--- src/rtl/vga_timing_if.sv ---
// Scan-side bundle of the VGA timing controller: run enable in, strobes/decodes/coordinates out.
interface vga_timing_if;
    logic       en;
    logic       pix_tick;
    logic       hsync;
    logic       vsync;
    logic       video_on;
    logic [9:0] x;
    logic [9:0] y;
    logic       line_start;
    logic       frame_start;

    modport master (output en, input pix_tick, hsync, vsync, video_on, x, y, line_start, frame_start);
    modport slave  (input en, output pix_tick, hsync, vsync, video_on, x, y, line_start, frame_start);
endinterface

--- src/rtl/vga_timing_ctrl.sv ---
// VGA scan timing generator: clock-enable pixel strobe, h/v scan counters and
// registered sync/blank decodes that change in the same cycle as x/y.
module vga_timing_ctrl #(
    parameter int DIV      = 4,
    parameter int H_ACTIVE = 640,
    parameter int H_FP     = 16,
    parameter int H_SYNC   = 96,
    parameter int H_BP     = 48,
    parameter int V_ACTIVE = 480,
    parameter int V_FP     = 10,
    parameter int V_SYNC   = 2,
    parameter int V_BP     = 33,
    parameter bit SYNC_POL = 1'b0
) (
    input  logic          clk,
    input  logic          rst,
    vga_timing_if.slave   bus
);
    localparam int H_TOTAL = H_ACTIVE + H_FP + H_SYNC + H_BP;
    localparam int V_TOTAL = V_ACTIVE + V_FP + V_SYNC + V_BP;
    localparam int DW      = (DIV > 1) ? $clog2(DIV) : 1;

    logic [DW-1:0] div_cnt;
    logic          div_wrap;
    logic [9:0]    x, y, nx, ny;
    logic          pix_tick, hsync, vsync, video_on, line_start, frame_start;

    assign div_wrap = (div_cnt == DW'(DIV - 1));

    // Next scan position; decodes below are taken from it so they never lag x/y.
    always_comb begin
        nx = x + 10'd1;
        ny = y;
        if (x == 10'(H_TOTAL - 1)) begin
            nx = 10'd0;
            ny = (y == 10'(V_TOTAL - 1)) ? 10'd0 : y + 10'd1;
        end
    end

    always_ff @(posedge clk) begin
        if (!rst) begin
            div_cnt     <= '0;
            x           <= 10'd0;
            y           <= 10'd0;
            pix_tick    <= 1'b0;
            line_start  <= 1'b0;
            frame_start <= 1'b0;
            video_on    <= 1'b0;
            hsync       <= ~SYNC_POL;
            vsync       <= ~SYNC_POL;
        end else if (bus.en) begin
            div_cnt     <= div_wrap ? '0 : DW'(div_cnt + 1'b1);
            pix_tick    <= div_wrap;
            line_start  <= div_wrap && (nx == 10'd0);
            frame_start <= div_wrap && (nx == 10'd0) && (ny == 10'd0);
            if (div_wrap) begin
                x        <= nx;
                y        <= ny;
                hsync    <= (nx >= 10'(H_ACTIVE + H_FP) && nx < 10'(H_ACTIVE + H_FP + H_SYNC))
                            ? SYNC_POL : ~SYNC_POL;
                vsync    <= (ny >= 10'(V_ACTIVE + V_FP) && ny < 10'(V_ACTIVE + V_FP + V_SYNC))
                            ? SYNC_POL : ~SYNC_POL;
                video_on <= (nx < 10'(H_ACTIVE)) && (ny < 10'(V_ACTIVE));
            end
        end else begin
            // Frozen: counters and levels hold, strobes drop.
            pix_tick    <= 1'b0;
            line_start  <= 1'b0;
            frame_start <= 1'b0;
        end
    end

    assign bus.x           = x;
    assign bus.y           = y;
    assign bus.pix_tick    = pix_tick;
    assign bus.hsync       = hsync;
    assign bus.vsync       = vsync;
    assign bus.video_on    = video_on;
    assign bus.line_start  = line_start;
    assign bus.frame_start = frame_start;
endmodule

--- src/flat_wrapper.sv ---
// flat-port wrapper written by rule: the top's interface ports become plain ports
module vga_timing_ctrl_flat 
#(
    parameter int DIV      = 4,
    parameter int H_ACTIVE = 640,
    parameter int H_FP     = 16,
    parameter int H_SYNC   = 96,
    parameter int H_BP     = 48,
    parameter int V_ACTIVE = 480,
    parameter int V_FP     = 10,
    parameter int V_SYNC   = 2,
    parameter int V_BP     = 33,
    parameter bit SYNC_POL = 1'b0
)
  (clk, rst, bus_en, bus_pix_tick, bus_hsync, bus_vsync, bus_video_on, bus_x, bus_y, bus_line_start, bus_frame_start);
  vga_timing_if bus_i ();
  input  logic clk;
  input  logic rst;
  input wire logic [$bits(bus_i.en)-1:0] bus_en;
  output wire logic [$bits(bus_i.pix_tick)-1:0] bus_pix_tick;
  output wire logic [$bits(bus_i.hsync)-1:0] bus_hsync;
  output wire logic [$bits(bus_i.vsync)-1:0] bus_vsync;
  output wire logic [$bits(bus_i.video_on)-1:0] bus_video_on;
  output wire logic [$bits(bus_i.x)-1:0] bus_x;
  output wire logic [$bits(bus_i.y)-1:0] bus_y;
  output wire logic [$bits(bus_i.line_start)-1:0] bus_line_start;
  output wire logic [$bits(bus_i.frame_start)-1:0] bus_frame_start;
  assign bus_i.en = bus_en;
  assign bus_pix_tick = bus_i.pix_tick;
  assign bus_hsync = bus_i.hsync;
  assign bus_vsync = bus_i.vsync;
  assign bus_video_on = bus_i.video_on;
  assign bus_x = bus_i.x;
  assign bus_y = bus_i.y;
  assign bus_line_start = bus_i.line_start;
  assign bus_frame_start = bus_i.frame_start;
  vga_timing_ctrl #(.DIV(DIV), .H_ACTIVE(H_ACTIVE), .H_FP(H_FP), .H_SYNC(H_SYNC), .H_BP(H_BP), .V_ACTIVE(V_ACTIVE), .V_FP(V_FP), .V_SYNC(V_SYNC), .V_BP(V_BP), .SYNC_POL(SYNC_POL)) u_core (.clk(clk), .rst(rst), .bus(bus_i));
endmodule
--- config.mk ---
export PLATFORM = sky130hd
export DESIGN_NAME = vga_timing_ctrl_flat
export DESIGN_NICKNAME = d
export VERILOG_FILES = /design/src/rtl/vga_timing_if.sv /design/src/rtl/vga_timing_ctrl.sv /design/src/flat_wrapper.sv
export SDC_FILE = /design/constraint.sdc
export NUM_CORES = 1
export LEC_CHECK = 0
export CORE_MARGIN = 3
export CORE_UTILIZATION = 48
export CTS_CLUSTER_DIAMETER = 60
export CTS_CLUSTER_SIZE = 30
export DETAILED_ROUTE_END_ITERATION = 6
export GPL_ROUTABILITY_DRIVEN = 0
export PLACE_DENSITY = 0.87
export SLEW_MARGIN = 15
export SYNTH_ARGS = -nofsm -noshare
export SYNTH_HDL_FRONTEND = slang
export SYNTH_SLANG_ARGS = --single-unit
--- constraint.sdc ---
create_clock -name clk -period 1.81 [get_ports clk]
set_clock_uncertainty 0.05 [all_clocks]
set_input_delay 0.181 -clock clk [delete_from_list [all_inputs] [get_ports clk]]
set_output_delay 0.181 -clock clk [all_outputs]
set_load 0.01 [all_outputs]
# Word level (Yosys, flattened, before mapping)
# Cells that the tools add are included.
dict set report op_classes {
  add_sub_neg 3
  mux 6
  reduce_logical 9
  eq_ne 3
  magnitude_cmp 6
}
# operator n
set ops {}
lappend ops {{$mux W10} 3}
lappend ops {{$add A10 B1 Y10 const B} 2}
lappend ops {{$eq A10 B10 Y1 const B} 2}
lappend ops {{$logic_not A10 Y1} 2}
lappend ops {{$lt A10 B10 Y1 const B} 2}
lappend ops {{$lt A10 B9 Y1 const B} 2}
lappend ops {{$ge A10 B10 Y1 const B} 1}
lappend ops {{$ge A10 B9 Y1 const B} 1}
lappend ops {{$logic_and A1 B1 Y1} 5}
lappend ops {{$reduce_and A2 Y1} 2}
lappend ops {{$add A2 B1 Y2 const B} 1}
lappend ops {{$eq A2 B2 Y1 const B} 1}
lappend ops {{$mux W1} 2}
lappend ops {{$mux W2} 1}
dict set report totals {
  reg_bits 28
  output_inout_bits 26
  wordCells 36
}

# Longest topological paths before layout
dict set report logic_depth {
  ltp_word 6
  ltp_mapped 9
}

# Least setup slack after synthesis
# OpenSTA, ideal clock, no wires.
dict set report synth_path {
  path_type {register to register}
  startpoint {register u_core.x[0], in the netlist u_core.bus.x[0]}
  endpoint {register u_core.video_on, in the netlist u_core.bus.video_on}
  setup_slack_ps -228
  t_arrival_ps 1862
  path_stages_with_launch 9
  setup_time_ps 125
  required_ps 1635
  n_path_buf 1
  path_cell_list {dfxtp_1 > ha_1 > and4_4 > and3b_1 > buf_4 > a41oi_1 > a21o_1 > nor4_2 > o31ai_1}
}
dict set report synth_via {
  elab_chain_len 4
  elab_cells_between_ends 7
  cone_classes {add/sub (1); order compare (2); eq/ne (1); mux (2); reduce/logical (1)}
}
# element line
set synth_lines {}
lappend synth_lines {{start: declaration} vga_timing_ctrl.sv:25} ;# logic [9:0] x, y, nx, ny;
lappend synth_lines {{start signal: assignment} vga_timing_ctrl.sv:57} ;# x <= nx;
lappend synth_lines {{$add A10 B1 Y10 / $eq A10 B10 Y1 (equally long branches)} {vga_timing_ctrl.sv:32, vga_timing_ctrl.sv:34}}
lappend synth_lines {{$mux W10} vga_timing_ctrl.sv:34} ;# if (x == 10'(H_TOTAL - 1)) begin
lappend synth_lines {{$lt A10 B10 Y1 / $lt A10 B9 Y1 (equally long branches)} vga_timing_ctrl.sv:63} ;# video_on <= (nx < 10'(H_ACTIVE)) && (ny < 10'(V_ACTIVE));
lappend synth_lines {{$logic_and A1 B1 Y1 (*)} vga_timing_ctrl.sv:63}
lappend synth_lines {{end signal: assignment} vga_timing_ctrl.sv:63}
lappend synth_lines {{end: declaration} vga_timing_ctrl.sv:26} ;# logic pix_tick, hsync, vsync, video_on, line_start, frame_start;
# Mark *: on every way between the ends. The rest lies on a longest branch, timed or not.
# A chain may end at the register's enable or synchronous reset.

# Worst setup path in the final report
dict set report layout_path {
  startpoint {register u_core.x[1], in the netlist u_core.bus.x[1]}
  endpoint {register u_core.frame_start, in the netlist u_core.bus.frame_start}
}
dict set report layout_via {
  elab_chain_len 5
  elab_cells_between_ends 8
  cone_classes {add/sub (1); eq/ne (1); mux (2); reduce/logical (4)}
}
# element line
set layout_lines {}
lappend layout_lines {{$add A10 B1 Y10 / $eq A10 B10 Y1 (equally long branches)} {vga_timing_ctrl.sv:32, vga_timing_ctrl.sv:34}}
lappend layout_lines {{$mux W10} vga_timing_ctrl.sv:34}
lappend layout_lines {{$logic_not A10 Y1} vga_timing_ctrl.sv:55} ;# frame_start <= div_wrap && (nx == 10'd0) && (ny == 10'd0);
lappend layout_lines {{$logic_and A1 B1 Y1} vga_timing_ctrl.sv:55}
lappend layout_lines {{$logic_and A1 B1 Y1 (*)} vga_timing_ctrl.sv:55}
lappend layout_lines {{end signal: assignment} vga_timing_ctrl.sv:55}
lappend layout_lines {{end: declaration} vga_timing_ctrl.sv:26}
# Marked as above.

==> flow_summary.toml <==
[outcome]
outcome = "finished, violations left"
violations_in_the_final_reports = "negative setup slack"

[cts]
cts-htree-levels = 1
clock-root-buffer = "clkbuf_8"
cts_sinks = 28
clock_latency_ns = 0.29
count_of_hold_fix_buffers_inserted_at_cts = 0
max-clock-path-buffers = 2
cts_tree = "yes"
post_cts_clock_slew_at_the_launch_and_capture_registers_of_the_worst_setup_and_hold_paths_ns = 0.10
cts-buffers-inserted = 3

[yosys]
synth_top_cells_by_area = "dfxtp_1, nor2_1, nand2_1"
yosysUniqueCellTypes = 49
async_reset_ff_share_pct = 0
primary_ff_master_synth = "dfxtp_1"
seq_total_area_yosys_pct = 31.5
cell_accounting_for_the_most_synthesized_area = "dfxtp_1"
synth_cells = 229
postSynthAreaPerCell_um2 = 7.76
syn_nets = 237
synth_top_cell_area_share_pct = 31.5
mappedNetlistArea_mm2 = 0.00178
ys_warn_count = 0
count_of_flip_flops_with_a_built_in_enable_after_synthesis = 0
postSynthRegisterBits = 28

[sta]
final_min_period_over_clock_period_pct = 110
worst-slew-pin-transition_ns = 0.475
setup_slack_ns = -0.173
timing.final.max_slew_violations = 0
hold_violations = 0
max_clock_freq_ghz = 0.504
grt_setup_unrepaired = "yes"
fin_worst_hold_slack_ns = 0.445
final_period_minus_worst_setup_slack_ns = 1.98
timing.max_slew.rel_slack_pct = 68.1
finalSetupViolations = 11

[critical_path]
path_depth = 8
worst_path_dominant_cell_family = "simple AND/OR/NAND/NOR gates"
worstPathCellList = "ha_4, and4_4, and3b_2, buf_4, nand2_2, xor2_2, and3_1, and4_1"
worstRegToRegCells = 8
crit_path_top_delay_cell = "dfxtp_4"
cpPeakStageDelay_ns = 0.38
path_buf_inv = 1
worstPathMaxFanout = 5
crit_path_start_kind = "register"
worstSetupEndpointType = "register"
critical_path_required_ns = 2.00
regToRegEndpoint = "u_core.bus.frame_start"
cp_data_arrival_time_ns = 2.17
rrSetupSlack_ns = -0.17
timing_worst_setup_path_type = "register to register"
worstReg2RegStart = "u_core.bus.x[1]"

[global_routing]
grt-busiest-layer = "met2"
first_global_vias = 2010
grt_first_pass_wirelength_um = 9480
initial_antenna_violation_count = 0
grtUsageMet1_pct = 34.8
use_met3_pct = 3.20
grt_max_degree = 22
grt.met2_usage_pct = 46.8
global_route.usage.total_pct = 27.7
global_route.overflow_total = 0

[power]
power-per-cell-area_mw_per_mm2 = 399
post-layout-total-power_mw = 1.09
static_leakage_power_nw = 1.11
vdd.ir_drop.worst_uv = 225

[routing]
routed-via-count = 2243
avgViaCountPerCell = 6.41
routed_wirelength_um = 6910
drt_first_iter_violations = 436
firstDrtPassIters = 6
postRouteAntennaNets = 0
detail_route.wl_per_cell_um = 19.7
drc_errors_left = 0

[min_path]
min-delay-start = "u_core.bus.video_on"
worstHoldEndpoint = "u_core.bus.video_on"
holdCritPathClass = "register to register"
min_path_cells = 2

[final_layout]
diodes = 0
finish.net_count = 313
fillCellCount = 202
syn2layout_area_growth_pct = 53.2
post_route_cells_drive_above_1_share_pct = 33.2

[place]
port-buffer-count = 28
detailed_place_hpwl_um = 3920

[floorplan]
start_util_pct = 51.6
top_level_ports = 29
area_of_the_core_mm2 = 0.00344
num_rows = 21
area_enclosed_by_the_die_boundary_mm2 = 0.00447
die_height_um = 66.8
chip_width_um = 66.8

[run]
count_of_max_cap_constraint_violations = 0
[final cells by class]
class                      instances  area [µm²]  share of cell area [%]
timing repair buffer              85         727                    26.7
multi-input combinational        179        1280                    47.1
inverter                           8        30.0                    1.10
clock buffer                       4        55.1                    2.02
tap                               46        57.6                    2.11
sequential                        28         571                    21.0
[worst max-delay path by stage]
stage                                from                endpoint  slack [ns]
final                     u_core.bus.x[1]  u_core.bus.frame_start       -0.17
after global routing      u_core.bus.x[1]        u_core.bus.hsync       -0.34
after global placement    u_core.bus.x[0]     u_core.bus.video_on       -0.05
after floorplan           u_core.bus.x[0]     u_core.bus.video_on       -0.03
after detailed placement  u_core.bus.x[0]     u_core.bus.video_on       -0.14
after CTS                 u_core.bus.x[0]     u_core.bus.video_on       -0.05
[flip-flops by register name, summed over array words and instances, names as in the netlist]
register / cells
u_core.bus.y: 10
u_core.bus.vsync: 1
u_core.bus.line_start: 1
u_core.div_cnt: 2
u_core.bus.pix_tick: 1
u_core.bus.hsync: 1
u_core.bus.video_on: 1
u_core.bus.frame_start: 1
u_core.bus.x: 10
[layout by cell type (no fill, tap or decap), types with 3 or more instances in the layout]
| cell | Yosys | final |
|---|---|---|
| buf_4 | 2 | 52 |
| nor3_2 | 3 | 4 |
| ha_1 | 5 | 4 |
| dfxtp_1 | 28 | 24 |
| xor2_1 | 7 | 6 |
| nand2_1 | 24 | 20 |
| clkdlybuf4s50_1 | 0 | 28 |
| and3_1 | 3 | 3 |
| nor2_4 | 0 | 3 |
| nor3_1 | 11 | 7 |
| nand3_1 | 15 | 12 |
| nand4_1 | 4 | 4 |
| nand3_2 | 0 | 3 |
| nor3_4 | 1 | 4 |
| o21ai_1 | 0 | 4 |
| a31oi_1 | 4 | 4 |
| a21oi_1 | 17 | 15 |
| and2_1 | 3 | 3 |
| clkbuf_8 | 0 | 4 |
| xnor2_1 | 8 | 6 |
| buf_6 | 1 | 5 |
| nand2_2 | 0 | 3 |
| nor2_1 | 25 | 22 |
| o21ai_0 | 11 | 7 |
| inv_1 | 8 | 8 |
[worst reg2reg max path, cell delays in order (launching register included)]
cell     delay, ns
dfxtp_4       0.38
ha_4          0.13
and4_4        0.26
and3b_2       0.26
buf_4         0.15
nand2_2       0.07
xor2_2        0.23
and3_1        0.22
and4_1        0.18
[where the power goes]
part	leakage [nW]	total, mW	internal (mW)	switching [mW]
Combinational	0.855	0.0510	0.0217	0.0293
Clock	0.0288	0.413	0.196	0.217
Sequential	0.229	0.621	0.618	0.00364
[per-stage QoR]
step	TNS (ns)	instances	util, %	worst slack [ns]	instance area [µm²]
6_report	-0.915	350	79.1	-0.173	2720
5_1_grt	-1.75	350	79.1	-0.341	2720
4_1_cts	-0.164	342	74.3	-0.0540	2560
3_5_place_dp	-0.634	338	71.2	-0.138	2450
3_3_place_gp	-0.0934	338	71.2	-0.0481	2450
2_1_floorplan	-0.0764	229	-	-0.0303	1820
[cell families after synthesis]
group | after synthesis | synth area share (%)
simple gates | 105 | 32.0
xor+xnor | 15 | 7.39
buf+inv | 22 | 5.99
fa+ha+maj | 5 | 3.52
flops | 28 | 31.5
compound gates | 52 | 18.5
mux | 2 | 1.13
[cell usage after synthesis, types with 3 or more instances]
| cell type | count |
|---|---|
| dfxtp_1 | 28 |
| nor2_1 | 25 |
| nand2_1 | 24 |
| a21oi_1 | 17 |
| nand3_1 | 15 |
| nor3_1 | 11 |
| o21ai_0 | 11 |
| inv_1 | 8 |
| xnor2_1 | 8 |
| buf_2 | 7 |
| xor2_1 | 7 |
| ha_1 | 5 |
| a31oi_1 | 4 |
| clkbuf_1 | 4 |
| nand4_1 | 4 |
| a211oi_1 | 3 |
| and2_1 | 3 |
| and3_1 | 3 |
| nor3_2 | 3 |
| o31ai_1 | 3 |
[layer usage]
layer,up-vias,share of wire (%),routed length [µm]
met3,62,11,735
li1,969,-,-
met2,208,46,3180
met5,-,0,0
met1,1004,38,2600
met4,0,5.8,398
[what timing repair did]
action,CTS,global route
endpoints found under the hold margin,0,0
gates resized for setup,12,26
pin swaps,4,18
buffers inserted,0,9
setup endpoints to repair,10,12
No activity file was read; power rests on OpenSTA's default activity.
